==> config.mk <==
export PLATFORM = sky130hd
export DESIGN_NAME = multi_timer_irq_controller
export DESIGN_NICKNAME = d
export VERILOG_FILES = /design/src/rtl/multi_timer_irq_controller.sv
export SDC_FILE = /design/constraint.sdc
export NUM_CORES = 1
export LEC_CHECK = 0
export ABC_AREA = 1
export CAP_MARGIN = 20
export CORE_ASPECT_RATIO = 0.5
export CORE_MARGIN = 2
export CORE_UTILIZATION = 41
export DETAILED_ROUTE_END_ITERATION = 10
export SLEW_MARGIN = 20
export SYNTH_ARGS = -nofsm -noshare
export SYNTH_HDL_FRONTEND = slang
export SYNTH_SLANG_ARGS = --single-unit
export TNS_END_PERCENT = 1
==> constraint.sdc <==
create_clock -name mclk -period 1.75 [get_ports mclk]
set_input_delay 0.175 -clock mclk [delete_from_list [all_inputs] [get_ports mclk]]
set_output_delay 0.175 -clock mclk [all_outputs]
set_load 0.005 [all_outputs]
==> src/rtl/multi_timer_irq_controller.sv <==
// Multi-channel millisecond delay timer. Each channel counts whole milliseconds and raises a
// sticky pending flag on expiry; pending flags are masked and priority-encoded into irq/irq_id.
module multi_timer_irq_controller #(
    parameter int MFREQ_KHZ = 20000,
    parameter int NCH       = 4,
    parameter int DLY_W     = 16,
    localparam int CYC_W    = (MFREQ_KHZ > 1) ? $clog2(MFREQ_KHZ) : 1,
    localparam int ID_W     = (NCH > 1) ? $clog2(NCH) : 1
) (
    input  logic                 mclk,
    input  logic                 rst,
    input  logic [NCH-1:0]       start,
    input  logic [NCH-1:0]       stop,
    input  logic [NCH-1:0]       periodic,
    input  logic [NCH*DLY_W-1:0] delay_ms,
    input  logic [NCH-1:0]       irq_mask,
    input  logic [NCH-1:0]       ack,
    output logic [NCH-1:0]       active,
    output logic [NCH-1:0]       pending,
    output logic [NCH-1:0]       overrun,
    output logic                 irq,
    output logic [ID_W-1:0]      irq_id
);

    typedef enum logic {
        IDLE = 1'b0,
        RUN  = 1'b1
    } state_t;

    localparam logic [CYC_W-1:0] CYC_LAST = CYC_W'(MFREQ_KHZ - 1);

    state_t           state_r [NCH];
    state_t           state_n [NCH];
    logic [CYC_W-1:0] cyc_r   [NCH];
    logic [CYC_W-1:0] cyc_n   [NCH];
    logic [DLY_W-1:0] ms_r    [NCH];
    logic [DLY_W-1:0] ms_n    [NCH];
    logic [DLY_W-1:0] dly_r   [NCH];
    logic [DLY_W-1:0] dly_n   [NCH];
    logic [NCH-1:0]   mode_r, mode_n;
    logic [NCH-1:0]   start_q;
    logic [NCH-1:0]   pending_r, pending_n;
    logic [NCH-1:0]   overrun_r, overrun_n;
    logic [NCH-1:0]   start_edge, expire, fire;

    assign start_edge = start & ~start_q;

    always_comb begin
        expire = '0;
        for (int i = 0; i < NCH; i++) begin
            expire[i] = (state_r[i] == RUN) && (cyc_r[i] == CYC_LAST)
                        && (ms_r[i] == dly_r[i] - DLY_W'(1));
        end
    end

    // stop suppresses an expiry in the same cycle; a set beats a simultaneous ack
    assign fire      = expire & ~stop;
    assign pending_n = (pending_r & ~ack) | fire;
    assign overrun_n = (overrun_r & ~ack) | (fire & pending_r & ~ack);

    always_comb begin
        mode_n = mode_r;
        for (int i = 0; i < NCH; i++) begin
            state_n[i] = state_r[i];
            cyc_n[i]   = cyc_r[i];
            ms_n[i]    = ms_r[i];
            dly_n[i]   = dly_r[i];
            if (stop[i]) begin
                state_n[i] = IDLE;
                cyc_n[i]   = '0;
                ms_n[i]    = '0;
            end else if (start_edge[i]) begin
                state_n[i] = RUN;
                cyc_n[i]   = '0;
                ms_n[i]    = '0;
                dly_n[i]   = (delay_ms[i*DLY_W +: DLY_W] == '0) ? DLY_W'(1)
                                                                 : delay_ms[i*DLY_W +: DLY_W];
                mode_n[i]  = periodic[i];
            end else if (state_r[i] == RUN) begin
                if (cyc_r[i] == CYC_LAST) begin
                    cyc_n[i] = '0;
                    if (expire[i]) begin
                        ms_n[i] = '0;
                        if (!mode_r[i]) state_n[i] = IDLE;
                    end else begin
                        ms_n[i] = ms_r[i] + DLY_W'(1);
                    end
                end else begin
                    cyc_n[i] = cyc_r[i] + CYC_W'(1);
                end
            end
        end
    end

    always_ff @(posedge mclk) begin
        if (rst) begin
            for (int i = 0; i < NCH; i++) begin
                state_r[i] <= IDLE;
                cyc_r[i]   <= '0;
                ms_r[i]    <= '0;
                dly_r[i]   <= '0;
            end
            mode_r    <= '0;
            start_q   <= '0;
            pending_r <= '0;
            overrun_r <= '0;
        end else begin
            for (int i = 0; i < NCH; i++) begin
                state_r[i] <= state_n[i];
                cyc_r[i]   <= cyc_n[i];
                ms_r[i]    <= ms_n[i];
                dly_r[i]   <= dly_n[i];
            end
            mode_r    <= mode_n;
            start_q   <= start;
            pending_r <= pending_n;
            overrun_r <= overrun_n;
        end
    end

    always_comb begin
        active = '0;
        for (int i = 0; i < NCH; i++) active[i] = (state_r[i] == RUN);
    end

    assign pending = pending_r;
    assign overrun = overrun_r;
    assign irq     = |(pending_r & irq_mask);

    // Scan downward so the lowest pending, unmasked index is left in irq_id
    always_comb begin
        irq_id = '0;
        for (int i = NCH - 1; i >= 0; i--) begin
            if (pending_r[i] && irq_mask[i]) irq_id = ID_W'(i);
        end
    end

endmodule

## Word level (Yosys, flattened, before mapping)

Memory sizes are Yosys's and may differ from the RTL's.
Cells that the tools add are included.
W data, S select, Z words.

- Shifts and indexed selects: 0
- Bitwise operators: 32
- Reductions and logical operators: 21
- Add/subtract/negate cells: 12
- Muxes and demuxes: 95
- $lt $le $gt $ge: 0
- Div/mod/pow operators: 0
- Multiply operators: 0
- Equality and inequality tests: 8

Operators with widths:

| operator | number |
|---|---|
| $mux W16 | 40 |
| $mux W15 | 20 |
| $add A16 B1 Y16 const B | 4 |
| $eq A16 B16 Y1 | 4 |
| $logic_not A16 Y1 | 4 |
| $sub A16 B1 Y16 const B | 4 |
| $add A15 B1 Y15 const B | 4 |
| $eq A15 B15 Y1 const B | 4 |
| $mux W1 | 31 |
| $and A4 B4 Y4 | 7 |
| $or A1 B1 Y1 | 16 |
| $logic_and A1 B1 Y1 | 12 |
| $not A4 Y4 | 3 |
| $mux W2 | 4 |
| $or A4 B4 Y4 | 2 |
| $reduce_and A2 Y1 | 4 |
| $not A1 Y1 | 4 |
| $reduce_or A4 Y1 | 1 |

- Memory bits (read-only): 0
- RAM bits: 192
- Logic and storage cells: 179
- Memories kept: 4
- Flip-flop bits (word level): 16
- Bits in latches: 0
- Output and inout port bits: 15

Memory list:

| name | depth | bits a word | rd ports | clocked after Yosys merged registers in | write ports | line | RTL |
|---|---|---|---|---|---|---|---|
| dly_r | 4 | 16 | 4 | 0 | 4 | 38 | `logic [DLY_W-1:0] dly_r [NCH];` |
| ms_r | 4 | 16 | 4 | 0 | 4 | 36 | `logic [DLY_W-1:0] ms_r [NCH];` |
| cyc_r | 4 | 15 | 4 | 0 | 4 | 34 | `logic [CYC_W-1:0] cyc_r [NCH];` |
| state_r | 4 | 1 | 4 | 0 | 4 | 32 | `state_t state_r [NCH];` |

## Depth between registers and ports, before layout

- Word-level depth: 9
- Mapped depth: 16
- Gate-level depth less buffers: 16

## Worst setup path before layout

Ideal clock, no wire load.

- Kind: reg2reg
- Start: memory dly_r[2][0]
- End: memory ms_r[2][8]
- Path buffers: 0
- Cell stages (with the launch flop): 13
- Data required time: 1.639 ns
- Path slack: -0.068 ns
- Arrival time: 1.707 ns
- Clock period less this slack: 1.818 ns
- Path through: dfxtp_1 -> inv_1 -> ha_1 -> nand3_1 -> nor2_2 -> nand2_1 -> xnor2_1 -> nor2_1 -> nand3_2 -> nor2_4 -> nor2_4 -> nand3b_1 -> inv_1

RTL lines:

| element | line |
|---|---|
| start: declaration | 38 |
| end: declaration | 36 |

==> results.yml <==
run_status:
  status: "complete, but fails checks"
  violations: "negative setup slack"
detailed_routing:
  dr_vias: 12400
  detailedRoute.firstIterationViolations: 844
  drc_errors: 0
  postRouteAntennaNets: 0
  avgViaCountPerCell: 4.78
  totalWireLength_mm: 33.7
  drt-pass1-iter-count: 5
  routed_wire_length_per_instance_um: 13.0
timing:
  report.final.slew_viol_count: 0
  slew-limit-headroom_pct: 68.2
  period_needed_ns: 1.95
  grt_setup_unrepaired: "yes"
  pin_slew_with_the_least_headroom_to_its_limit_ns: 0.478
  report.final.hold_viol_count: 0
  highest_clock_rate_ghz: 0.514
  layout_worst_path_cycle_share_pct: 111
  final.setup.worst_slack_ns: -0.196
  skew_ns: 0.0106
  setup_total_negative_slack_ns: -6.31
  timing.final.setup_violations: 71
power_and_ir_drop:
  cellPowerDensity_nw_per_um2: 731
  total_power_uw: 12100
  cellLeakagePower_uw: 0.00725
  power.ir.vdd_worst_v: 0.000662
clock_tree:
  ctsHtreeMaxLevel: 1
  cts.root.buffer_cell: "sky130_fd_sc_hd__clkbuf_16"
  clk_pin_slew_ns: 0.07
  cts_max_path_buffers: 3
  numCtsBuffers: 21
  cts_tree: "done"
  insertion_delay_ns: 0.52
  tritoncts_num_sinks: 208
synth:
  yosys.cell_types.count: 48
  ys_warns: 0
  synth_area_per_cell_um2: 6.51
  mappedNetlistNets: 1949
  yosys_register_bits: 208
  synth_common_cells: "365 x sky130_fd_sc_hd__nor2_1, 345 x sky130_fd_sc_hd__nand2_1, 251 x sky130_fd_sc_hd__inv_1"
  synth_top_cell_area_share_pct: 34.6
  synth_largest_area_cell: "sky130_fd_sc_hd__dfxtp_1"
  synthMostInstantiatedCell: "sky130_fd_sc_hd__nor2_1"
  synth.yosys.seq_area_share_pct: 34.6
  yosys_most_used_dff: "sky130_fd_sc_hd__dfxtp_1"
  async_flop_share_pct: 0
  synth-edff-count: 0
  synthTopCellsByArea: "sky130_fd_sc_hd__dfxtp_1 35%, sky130_fd_sc_hd__nor2_1 11%, sky130_fd_sc_hd__nand2_1 11%, sky130_fd_sc_hd__inv_1 7.8%, sky130_fd_sc_hd__nand3_1 4.7%"
  synth_area_um2: 12000
  syn-instance-count: 1851
setup_path:
  r2r_cells: 12
  critical_path_stages: 12
  worstPathBufferInverterCount: 3
  critical_path.cell_chain: "buf_4 -> inv_2 -> nand3_4 -> nor2_4 -> nand2_2 -> xnor2_2 -> nor2_2 -> nand3_2 -> nor2_4 -> nor2_4 -> nand3_1 -> inv_1"
  cp-end-kind: "flip-flop"
  crit_path_frequent_cell: "sky130_fd_sc_hd__nor2_4"
  cp.required_ns: 2.16
  worst-r2r-setup-slack_ns: -0.20
  crit_end: "ms_r[2][12]"
  rr_startpoint: "dly_r[2][3]"
  crit_path_top_delay_cell: "sky130_fd_sc_hd__dfxtp_2"
  critical-path-max-stage-delay_ns: 0.32
  timing.critical_path.max_delay_family: "simple AND/OR/NAND/NOR gates"
  startpoint: "dly_r[2][3]"
  worstReg2RegEnd: "ms_r[2][12]"
  worstPathArrival_ns: 2.36
  critPathMaxFanout: 6
  setup.worst_path.start_class: "flip-flop"
  critical_path_class: "flip-flop to flip-flop"
job:
  maximum_capacitance_violations: 0
layout:
  design.final.nets: 2296
  final_standard_cell_count_with_taps_included_and_fillers_excluded: 2598
  fin_util_pct: 57.2
  num_antenna_cells: 0
  seqCellArea_um2: 4190
  multi_input_comb_area_um2: 7250
  fillCellCount: 2855
  drive_above_1_share_pct: 20.5
  areaGrowthSynthToFinish_pct: 37.4
placed_design:
  placement.setup.worst_slack_ns: -0.276
  placed_cells: 2559
  gp_congestion: 0.888
  port-buffer-count: 100
  post-dp-hpwl_mm: 26.3
die:
  die-area_um2: 30900
  floorplan.core_area_um2: 29000
  die_height_um: 125
  start_util_pct: 41.6
  die-width_um: 246
  design.portCount: 101
  rows: 44
global_route:
  grtUsageMet1_pct: 30.5
  vias_in_the_first_global_route: 11700
  grt_start_max_net_pins: 40
  met2_usage_pct: 35.8
  grt_pass1_wl_mm: 56.2
  grt_remaining_overflow: 0
  busiest_layer: "met2"
  grt.total_usage_pct: 22.0
  initial_antenna_violation_count: 0
  grt.met3_usage_pct: 3.33
worst_hold_path:
  timing.hold.worst.class: "primary input to flip-flop"
  hold-path-cell-count: 4
## stage by stage
stage               hold WS, ns  instance area (um^2)
floorplan                 0.300                 12100
global placement          0.439                 15300
detailed placement        0.449                 15300
CTS                     0.00639                 16200
global route             0.0177                 16500
finish                   0.0212                 16500
## cell usage in the layout (no fill, tap or decap), types with 21 or more instances in the layout
cell,count
sky130_fd_sc_hd__clkdlybuf4s50_1,93
sky130_fd_sc_hd__a21oi_1,68
sky130_fd_sc_hd__xor2_1,56
sky130_fd_sc_hd__nor4_1,23
sky130_fd_sc_hd__inv_1,242
sky130_fd_sc_hd__nor2_2,47
sky130_fd_sc_hd__nor3_1,45
sky130_fd_sc_hd__o21ai_0,83
sky130_fd_sc_hd__buf_4,248
sky130_fd_sc_hd__nor2_1,327
sky130_fd_sc_hd__nand2_1,330
sky130_fd_sc_hd__nand3_1,105
sky130_fd_sc_hd__dfxtp_1,195
sky130_fd_sc_hd__clkbuf_16,21
sky130_fd_sc_hd__xnor2_1,35
sky130_fd_sc_hd__nand4_1,46
sky130_fd_sc_hd__a211oi_1,29
## logic make-up (layout without fill, tap and decap cells)
group / Yosys count / after routing / share of synthesized area (%)
AO/OA/AOI/OAI: 220 / 220 / 10.3
flip-flops: 208 / 208 / 34.6
multiplexers: 1 / 1 / 0.0831
adder cells (fa/ha/maj): 12 / 12 / 1.25
buffers and inverters: 291 / 645 / 9.33
XOR/XNOR: 99 / 99 / 7.20
AND/OR/NAND/NOR: 1020 / 1022 / 37.3
## timing repair
action,CTS,global route
cloned,0,2
setup buffers,0,5
setup endpoints to repair,95,122
pin swaps,8,26
gates resized for setup,56,98
hold buffers,0,0
## cell type report
type | count | area share [%]
timing repair buffer | 354 | 17.8
clock buffer | 29 | 3.72
sequential | 208 | 25.3
clock inverter | 3 | 0.544
tap | 391 | 2.96
multi-input combinational | 1354 | 43.8
inverter | 259 | 5.90
## how the worst min path moves through the flow
stage / to / start
after floorplan: start_q[0] / start[0]
after global placement: overrun[0] / overrun[0]
after detailed placement: mode_r[1] / mode_r[1]
after CTS: dly_r[2][12] / rst
after global routing: mode_r[2] / rst
final: mode_r[2] / rst
## flip-flops by register name, indices dropped and copies added, names as in the netlist
name	cells
overrun	4
ms_r	64
pending	4
mode_r	4
start_q	4
cyc_r	60
dly_r	64
state_r	4
## power breakdown
part | total [uW] | internal (uW) | switching (uW)
clock | 4790 | 2870 | 1920
sequential | 4960 | 4850 | 111
combinational | 2350 | 1090 | 1260
total | 12100 | 8810 | 3290
## tightest hold or removal path, cell delays in order
cell and delay, ns:
sky130_fd_sc_hd__buf_2 0.09, sky130_fd_sc_hd__inv_2 0.10, sky130_fd_sc_hd__o21ai_0 0.09, sky130_fd_sc_hd__a21oi_1 0.04
## metal layers
metal / part of all wire (%) / routed length [um]
met5: 0 / 0
met4: 2.5 / 831
met3: 3.7 / 1260
met2: 44 / 15000
met1: 49 / 16600
Note: power is estimated with default switching activity, not from simulation.
